### src/rtl/serial_subtractor.sv
// Digit-serial subtractor: d = a - b - bin, DIGIT bits per clock, LSB slice first,
// with the inter-slice borrow kept as an inverted carry. Valid/ready on both sides.
module serial_subtractor #(
  parameter int unsigned WIDTH = 8,
  parameter int unsigned DIGIT = 2
) (
  input  logic             clk,
  input  logic             rst,
  input  logic             in_valid,
  output logic             in_ready,
  input  logic [WIDTH-1:0] a,
  input  logic [WIDTH-1:0] b,
  input  logic             bin,
  output logic             out_valid,
  input  logic             out_ready,
  output logic [WIDTH-1:0] d,
  output logic             borrow_out,
  output logic             overflow
);

  localparam int unsigned N  = WIDTH / DIGIT;
  localparam int unsigned CW = (N > 1) ? $clog2(N) : 1;
  localparam logic [WIDTH-1:0] SLICE_MASK = WIDTH'({DIGIT{1'b1}});

  if (WIDTH < 2 || DIGIT == 0 || (WIDTH % DIGIT) != 0) begin : g_bad_params
    $error("serial_subtractor: WIDTH must be >= 2 and an integer multiple of DIGIT");
  end

  typedef enum logic [1:0] {
    IDLE = 2'd0,
    RUN  = 2'd1,
    DONE = 2'd2
  } state_e;

  state_e           state_q;
  logic [CW-1:0]    cnt_q;
  logic             c_q;
  logic [WIDTH-1:0] a_q;
  logic [WIDTH-1:0] b_q;
  logic [WIDTH-1:0] d_q;
  logic             borrow_q;
  logic             ovf_q;
  logic             out_valid_q;

  logic [31:0]      base;
  logic [DIGIT-1:0] a_sl;
  logic [DIGIT-1:0] nb_sl;
  logic [DIGIT-1:0] s_sl;
  logic             c_d;
  logic             cin_msb;
  logic             last;
  logic [WIDTH-1:0] d_d;

  // Current slice: a + ~b + c; the carry into the top bit feeds signed overflow.
  always_comb begin
    base    = 32'(cnt_q) * DIGIT;
    a_sl    = DIGIT'(a_q >> base);
    nb_sl   = ~DIGIT'(b_q >> base);
    {c_d, s_sl} = {1'b0, a_sl} + {1'b0, nb_sl} + (DIGIT+1)'(c_q);
    cin_msb = a_sl[DIGIT-1] ^ nb_sl[DIGIT-1] ^ s_sl[DIGIT-1];
    last    = (cnt_q == CW'(N - 1));
    d_d     = (d_q & ~(SLICE_MASK << base)) | (WIDTH'(s_sl) << base);
  end

  always_ff @(posedge clk) begin
    if (rst) begin
      state_q     <= IDLE;
      cnt_q       <= '0;
      c_q         <= 1'b0;
      a_q         <= '0;
      b_q         <= '0;
      d_q         <= '0;
      borrow_q    <= 1'b0;
      ovf_q       <= 1'b0;
      out_valid_q <= 1'b0;
    end else begin
      case (state_q)
        IDLE: begin
          if (in_valid) begin
            a_q     <= a;
            b_q     <= b;
            c_q     <= ~bin;
            cnt_q   <= '0;
            state_q <= RUN;
          end
        end
        RUN: begin
          d_q <= d_d;
          c_q <= c_d;
          if (last) begin
            state_q     <= DONE;
            out_valid_q <= 1'b1;
            borrow_q    <= ~c_d;
            ovf_q       <= cin_msb ^ c_d;
          end else begin
            cnt_q <= cnt_q + 1'b1;
          end
        end
        DONE: begin
          if (out_ready) begin
            state_q     <= IDLE;
            out_valid_q <= 1'b0;
          end
        end
        default: state_q <= IDLE;
      endcase
    end
  end

  assign in_ready   = (state_q == IDLE);
  assign out_valid  = out_valid_q;
  assign d          = d_q;
  assign borrow_out = borrow_q;
  assign overflow   = ovf_q;

endmodule

### config.mk
export PLATFORM = sky130hd
export DESIGN_NAME = serial_subtractor
export DESIGN_NICKNAME = d
export VERILOG_FILES = /design/src/rtl/serial_subtractor.sv
export SDC_FILE = /design/constraint.sdc
export NUM_CORES = 1
export LEC_CHECK = 0
export CORE_MARGIN = 3
export CORE_UTILIZATION = 52
export CTS_BUF_LIST = sky130_fd_sc_hd__clkbuf_4 sky130_fd_sc_hd__clkbuf_8
export DETAILED_ROUTE_END_ITERATION = 12
export GPL_ROUTABILITY_DRIVEN = 0
export GPL_TIMING_DRIVEN = 0
export PLACE_DENSITY = 0.82
export SYNTH_ARGS = -nofsm -noshare
export SYNTH_HDL_FRONTEND = slang
export SYNTH_SLANG_ARGS = --single-unit
### constraint.sdc
create_clock -name clk -period 2.7 [get_ports clk]
set_input_delay 0.81 -clock clk [delete_from_list [all_inputs] [get_ports clk]]
set_output_delay 0.81 -clock clk [all_outputs]
set_load 0.005 [all_outputs]
# Word level (Yosys, flattened, before mapping)
# Cells that the tools add are included.
[classes]
bitwise_logic = 9
n_eq_ne = 7
n_addsub = 3
n_reduce_logical = 9
muxes = 12
n_shift = 4
[op_table]
columns = ["cell", "count"]
rows = [
  ["$shr 8x3->2", 2],
  ["$mux 2", 5],
  ["$reduce_and 3->1", 3],
  ["$and 8x8->8", 1],
  ["$ne 2x2->1 const B", 4],
  ["$not 8->8", 1],
  ["$or 8x8->8", 1],
  ["$shl 2x3->8", 1],
  ["$shl 2x3->8 const A", 1],
  ["$pmux 2 s3", 1],
  ["$reduce_and 2->1", 3],
  ["$eq 2x2->1 const B", 2],
  ["$pmux 1 s2", 2],
  ["$pmux 2 s2", 1],
  ["$reduce_bool 2->1", 2],
  ["$add 2x2->3", 1],
  ["$add 3x1->3", 1],
  ["$mux 1", 3],
  ["$xor 1x1->1", 3],
  ["$add 2x1->2 const B", 1],
  ["$eq 2x1->1 const B", 1],
  ["$logic_not 2->1", 1],
  ["$not 1->1", 2],
  ["$not 2->2", 1],
]
[totals]
regBits = 32
output_inout_bits = 12
wordCells = 53

# Longest topological paths before layout
# Gate-level depths: netlist (run 1).
[depth]
word_depth = 6
depth_mapped = 9

# Worst setup path before layout (run 1)
# OpenSTA, ideal clock, no wires.
[synth_timing]
path_type = "flip-flop to flip-flop"
startpoint = "reg cnt_q[0]"
endpoint = "reg ovf_q (netlist: overflow)"
arrival_ps = 2277
slack_ps = 327
setup_ps = 96
path_stages_with_launch = 8
path_buffers = 1
required_time_ps = 2604
path_cell_list = "dfxtp_1 > buf_2 > mux4_2 > fa_1 > inv_1 > fa_1 > and2_1 > o41ai_2"
[synth_between]
elab_chain_len = 6
[synth_lines]
columns = ["item", "line_no", "source"]
rows = [
  ["start: declaration", "36", "logic [CW-1:0] cnt_q;"],
  ["start signal: assignment", "96", "cnt_q <= cnt_q + 1'b1;"],
  ["$shr 8x3->2", "58", "nb_sl = ~DIGIT'(b_q >> base);"],
  ["$not 2->2", "58", ""],
  ["$add 2x2->3", "59", "{c_d, s_sl} = {1'b0, a_sl} + {1'b0, nb_sl} + (DIGIT+1)'(c_q);"],
  ["$add 3x1->3", "59", ""],
  ["$xor 1x1->1", "60", "cin_msb = a_sl[DIGIT-1] ^ nb_sl[DIGIT-1] ^ s_sl[DIGIT-1];"],
  ["$xor 1x1->1", "94", "ovf_q <= cin_msb ^ c_d;"],
  ["end signal: assignment", "94", ""],
  ["end: declaration", "42", "logic ovf_q;"],
]
# Several ways; a longest one is shown, not always the timed one.
# A chain may end at the register's enable or synchronous reset.

# Final worst setup path (run 1)
# Ends and elaborated chain as after synthesis.

==> results of run 1 <==
per-stage QoR:
step / power, uW / worst slack (ns) / std cells / instance area [sq um] / util (%)
6_report: 979.6 / 0.1242 / 231 / 1907 / 72.99
5_1_grt: 1033 / 0.01902 / 231 / 1907 / 72.99
4_1_cts: 979.9 / 0.08298 / 231 / 1904 / 72.89
3_5_place_dp: 727.2 / 0.1081 / 224 / 1854 / 70.98
3_3_place_gp: 717.9 / 0.1661 / 224 / 1854 / 70.98
2_1_floorplan: 651.7 / 0.3271 / 163 / 1506 / -
cell usage in the layout, fill, tap and decap left out, types with 2 or more instances in the layout:
cell / instances
sky130_fd_sc_hd__a21oi_1: 23
sky130_fd_sc_hd__a21oi_2: 2
sky130_fd_sc_hd__a22oi_1: 2
sky130_fd_sc_hd__a2bb2oi_1: 2
sky130_fd_sc_hd__a32oi_1: 4
sky130_fd_sc_hd__buf_2: 3
sky130_fd_sc_hd__buf_6: 4
sky130_fd_sc_hd__clkbuf_1: 4
sky130_fd_sc_hd__clkbuf_4: 7
sky130_fd_sc_hd__clkdlybuf4s50_1: 31
sky130_fd_sc_hd__dfxtp_1: 32
sky130_fd_sc_hd__fa_1: 2
sky130_fd_sc_hd__ha_1: 5
sky130_fd_sc_hd__inv_1: 6
sky130_fd_sc_hd__mux4_2: 4
sky130_fd_sc_hd__nand2_1: 35
sky130_fd_sc_hd__nand3_1: 2
sky130_fd_sc_hd__nand3b_1: 6
sky130_fd_sc_hd__nand4_1: 2
sky130_fd_sc_hd__nor2_1: 11
sky130_fd_sc_hd__nor2b_1: 2
critical path, cell delays in order (launching register included):
cell	delay, ns
sky130_fd_sc_hd__dfxtp_1	0.39
sky130_fd_sc_hd__clkbuf_4	0.24
sky130_fd_sc_hd__mux4_2	0.53
sky130_fd_sc_hd__fa_1	0.37
sky130_fd_sc_hd__inv_1	0.08
sky130_fd_sc_hd__fa_1	0.51
sky130_fd_sc_hd__and2_1	0.20
sky130_fd_sc_hd__o41ai_2	0.18
flip-flops by register name, indices dropped and copies added (netlist names):
register and flops:
out_valid 1, c_q 1, borrow_out 1, cnt_q 2
a_q 8, state_q 2, d 8, overflow 1
b_q 8
logic make-up after synthesis:
logic type | after synthesis | share of synthesized area, %
multiplexers | 4 | 5.980
AND/OR/NAND/NOR | 66 | 22.34
adder cells (fa/ha/maj) | 7 | 6.811
buffers and inverters | 18 | 6.810
AO/OA/AOI/OAI | 35 | 14.95
XOR/XNOR | 1 | 0.5815
flip-flops | 32 | 42.52
power groups by stage:
stage	sequential, uW	combinational (uW)	clock (uW)
after floorplan	518	134	0
after global placement	519	199	0
after detailed placement	521	206	0
after CTS	510	207	263
after global routing	513	228	291
final	510	209	261
layout make-up:
type	instances	area share, %
Multi-Input combinational cell	113	40.03
Sequential cell	32	33.60
Timing Repair Buffer	31	16.27
Buffer	12	4.331
Clock buffer	6	2.362
Tap cell	30	1.969
Inverter	6	1.181
Clock inverter	1	0.2625
worst paths after layout:
check | from | end | slack, ns | cells after the start
max | cnt_q[0] | overflow | 0.12 | 7
min | b_q[6] | b_q[6] | 0.46 | 2
max reg2reg | cnt_q[0] | overflow | 0.12 | 7
min reg2reg | b_q[6] | b_q[6] | 0.46 | 2
metal layers:
metal	global-route usage [%]	part of all wire, %	vias up
met5	0	0	-
met4	11.39	2.2	0
li1	-	-	638
met2	35.49	51	38
met3	8.423	5.6	7
met1	22.48	41	615
==> run metrics, run 1 <==
Cells after Synth 163; Post-synth EDFFs 0; crit start category flip-flop; Clk Latency, worst-skew pair 0.34 ns; hold buffer count at cts 0; Final min period 2.576 ns; switching share of total power 27.81%; global router's overall resource usage 21.14%; power density of the placed cells 513.8 mW/mm^2; PostCTS Resize Cnt 0; area taken by flip-flops and latches 640.6 sq um; worst hold-check path type reg -> reg; CP arrival 2.83 ns; maximum number of pins on one net before global-route repair 11; final HPWL from detailed placement 2507 um; Core Footprint 0.002613 sq mm; Root Driver sky130_fd_sc_hd__clkbuf_4; quantity of I/O buffers inserted on ports 31; horizontal die dimension 59.83 um; most common cell in the netlist sky130_fd_sc_hd__nand2_1; number of primary I/O pins 33; final hold violations 0; clock network fraction of total power 26.6%; largest cells by area after synthesis sky130_fd_sc_hd__dfxtp_1 43%, sky130_fd_sc_hd__nand2_1 8.7%, sky130_fd_sc_hd__a21oi_1 7.6%; cell type with the highest aggregate area in the netlist sky130_fd_sc_hd__dfxtp_1; count of buffers added by post-CTS timing repair for setup 0; clock-pin transition on the worst setup and hold timing paths 0.10 ns; count of nets after finishing 229; global-route wire length before repair 5471 um; Inserted Clock Buffers 5; number of DRC violations after detailed-routing iteration 0 47; maximum vdd drop 0.5585 mV; flip-flop and latch count after synthesis 32; H-tree depth 2; setup repair after global routing missed its margin false; required arrival time at the worst endpoint 2.95 ns; fraction of power consumed by combinational cells 21.3%; total number of vias 1298; part of the Yosys area used for sequential elements 42.52%; commonest cells in the synthesized netlist 35 x sky130_fd_sc_hd__nand2_1, 32 x sky130_fd_sc_hd__dfxtp_1, 23 x sky130_fd_sc_hd__a21oi_1, 11 x sky130_fd_sc_hd__nor2_1; maximum net fanout on the critical path 10; Syn Nets 191; internal power 707.2 uW; remaining routing DRC violations 0; number of buffers on the longest clock path 2; CTS tree built; Setup crit end kind flip-flop; Routed WL per cell 14.54 um; final-report setup violation count 0; area occupied by multi-input gates 763.2 sq um; max-slew violation total from the final report 0; hold_ws 0.4557 ns; residual overflow from global routing 0; Most used DFF post-synth sky130_fd_sc_hd__dfxtp_1; result of the run completed; area enclosed by the die boundary 0.003579 sq mm; die outline height 59.83 um; initial antenna violation count 0; Synth cell types 30; number of antenna cells inserted 0; Via-to-Cell Ratio 5.619; Synth Cell Area 0.001506 sq mm; Avg Synthesized Cell Area 9.242 sq um; drt first pass iters 4; setup clock skew after layout 0.01237 ns; row count 18; Worst-Margin Slew 0.5107 ns; setup_tns 0 ns; signed area change from the synthesized netlist to the final layout 26.58%; overall routed net length 3359 um; synth warn 0; type of the setup path with the least slack reg -> reg; async set-reset flop share out of synthesis 0%; portion of synthesized cell area occupied by the leading cell type 42.52%; worst relative slew slack 65.96%; CTS sink cnt 32; share of power burned in registers 52.1%; # Max-Cap Violations 0; share of the cycle needed by the critical path after routing 95.40%; initial cell density of the core 57.66%; static leakage power 0.0007217 uW; fillers 203; layout cells sized above 1 12.94%; antenna violation net count after detailed routing 0; Switching Power 272.4 uW; number of global-route vias before repair 1293; Fmax 0.3882 GHz
Power figures use the tool's default switching activity.
==> inputs of run 2 (changes only) <==
--- a/config.mk
+++ b/config.mk
@@ -5,13 +5,16 @@
 export SDC_FILE = /design/constraint.sdc
 export NUM_CORES = 1
 export LEC_CHECK = 0
+export CELL_PAD_IN_SITES_DETAIL_PLACEMENT = 1
+export CELL_PAD_IN_SITES_GLOBAL_PLACEMENT = 1
 export CORE_MARGIN = 3
-export CORE_UTILIZATION = 52
+export CORE_UTILIZATION = 49
 export CTS_BUF_LIST = sky130_fd_sc_hd__clkbuf_4 sky130_fd_sc_hd__clkbuf_8
 export DETAILED_ROUTE_END_ITERATION = 12
+export DONT_BUFFER_PORTS = 1
 export GPL_ROUTABILITY_DRIVEN = 0
 export GPL_TIMING_DRIVEN = 0
-export PLACE_DENSITY = 0.82
+export PLACE_DENSITY_LB_ADDON = 0.1
 export SYNTH_ARGS = -nofsm -noshare
 export SYNTH_HDL_FRONTEND = slang
 export SYNTH_SLANG_ARGS = --single-unit
==> run metrics, run 2 (synthesis results as in run 1) <==
cell breakdown of the critical path clkbuf_4 > mux4_2 > fa_1 > inv_1 > fa_1 > and2_1 > o41ai_2; Inserted Clock Buffers 5; initial antenna violation count 0; initial cell density of the core 52.81%; power density of the placed cells 611.6 mW/mm^2; final worst-path setup slack 0.1375 ns; post-route core utilization 56.58%; DR WL met2 1517 um; setup_tns 0 ns; number of DRC violations after detailed-routing iteration 0 41; final hold violations 0; Via-to-Cell Ratio 5.866; drt first pass iters 4; Root Driver sky130_fd_sc_hd__clkbuf_4; number of global-route vias before repair 1239; maximum number of pins on one net before global-route repair 11; highest-count cells in the layout ignoring fill and taps 35 x sky130_fd_sc_hd__nand2_1, 32 x sky130_fd_sc_hd__dfxtp_1, 23 x sky130_fd_sc_hd__a21oi_1, 11 x sky130_fd_sc_hd__nor2_1, 8 x sky130_fd_sc_hd__clkbuf_4; Worst-Margin Slew 0.5099 ns; hold buffer count at cts 0; total routed wire length on the met1 layer 1497 um; die outline height 61.45 um; setup repair after global routing missed its margin false; max-slew violation total from the final report 0; horizontal die dimension 61.45 um; hold_ws 0.4582 ns; row count 19; most common cell after layout, fill and taps aside sky130_fd_sc_hd__nand2_1; antenna violation net count after detailed routing 0; # Max-Cap Violations 0; routed wl met3 168 um; count of buffers added by post-CTS timing repair for setup 0; signed area change from the synthesized netlist to the final layout 7.143%; highest-delay cell along the critical path sky130_fd_sc_hd__mux4_2; worst relative slew slack 66.00%; global-route wire length before repair 5547 um; CTS tree built; final HPWL from detailed placement 2467 um; crit start category flip-flop; maximum net fanout on the critical path 10; Clk Latency, worst-skew pair 0.33 ns; maximum vdd drop 0.3346 mV; most used cell along the critical path sky130_fd_sc_hd__fa_1; pre-CTS WS 0.1073 ns; static leakage power 0.0006135 uW; global router's overall resource usage 20.63%; result of the run completed; type of the setup path with the least slack reg -> reg; final total power 987.1 uW; count of nets after finishing 198; CTS sink cnt 32; residual overflow from global routing 0; required arrival time at the worst endpoint 2.94 ns; Setup crit end kind flip-flop; Fmax 0.3902 GHz; clock-pin transition on the worst setup and hold timing paths 0.09 ns; layout cells sized above 1 15.79%; share of the cycle needed by the critical path after routing 94.91%; number of buffers on the longest clock path 2; CP arrival 2.80 ns; overall routed net length 3252 um; number of primary I/O pins 33; remaining routing DRC violations 0; Core Footprint 0.002853 sq mm; number of antenna cells inserted 0; H-tree depth 2; top layer reached by signal wires met4; total number of vias 1185; area enclosed by the die boundary 0.003775 sq mm; final-report setup violation count 0; worst hold-check path type reg -> reg; delay of the slowest cell on the worst path 0.53 ns; quantity of I/O buffers inserted on ports 0; Final min period 2.563 ns; Routed WL per cell 16.10 um; setup clock skew after layout 0.004025 ns
-- run 2: area by class of cell --
type	count	area (sq um)
clock buffer	8	66.31
inverter	6	22.52
buffer	12	82.58
tap	31	38.79
fill	344	1239
sequential	32	640.6
multi-input combinational	113	763.2
-- run 2: layer usage --
layer  track usage (%)  vias up
met1             25.06      569
met4             10.91        0
met2             32.93       29
met3             6.080        8
met5                 0        -
li1                  -      579
-- run 2: final timing paths --
check                               from  endpoint  slack (ns)  depth (start not counted)
worst min-delay path              a_q[2]    a_q[2]        0.46                          2
worst max-delay path            cnt_q[0]  overflow        0.14                          7
worst max register to register  cnt_q[0]  overflow        0.14                          7
worst min register to register    a_q[2]    a_q[2]        0.46                          2
-- run 2: stage by stage --
step | area, sq um | cells
6_report | 1614 | 202
2_1_floorplan | 1506 | 163
3_3_place_gp | 1545 | 194
3_5_place_dp | 1545 | 194
4_1_cts | 1612 | 202
5_1_grt | 1614 | 202
-- run 2: power breakdown --
group | leakage, uW | internal (uW) | switching [uW]
Combinational | 0.000313 | 71.2 | 98.8
Clock | 0.0000394 | 149 | 157
Sequential | 0.000261 | 497 | 15.0
Total | 0.000613 | 716 | 271
-- run 2: what timing repair did --
action	in CTS	in global routing
gates resized for setup	0	1
hold endpoints to repair	0	0
endpoints found under the setup margin	0	1
-- run 2: worst max-delay path: cells and delay by family (launching register included) --
family	cells	cell delay, ns
AO/OA/AOI/OAI	1	0.19
adder cells (fa/ha/maj)	2	0.88
buffers and inverters	2	0.31
flip-flops	1	0.37
multiplexers	1	0.53
AND/OR/NAND/NOR	1	0.21
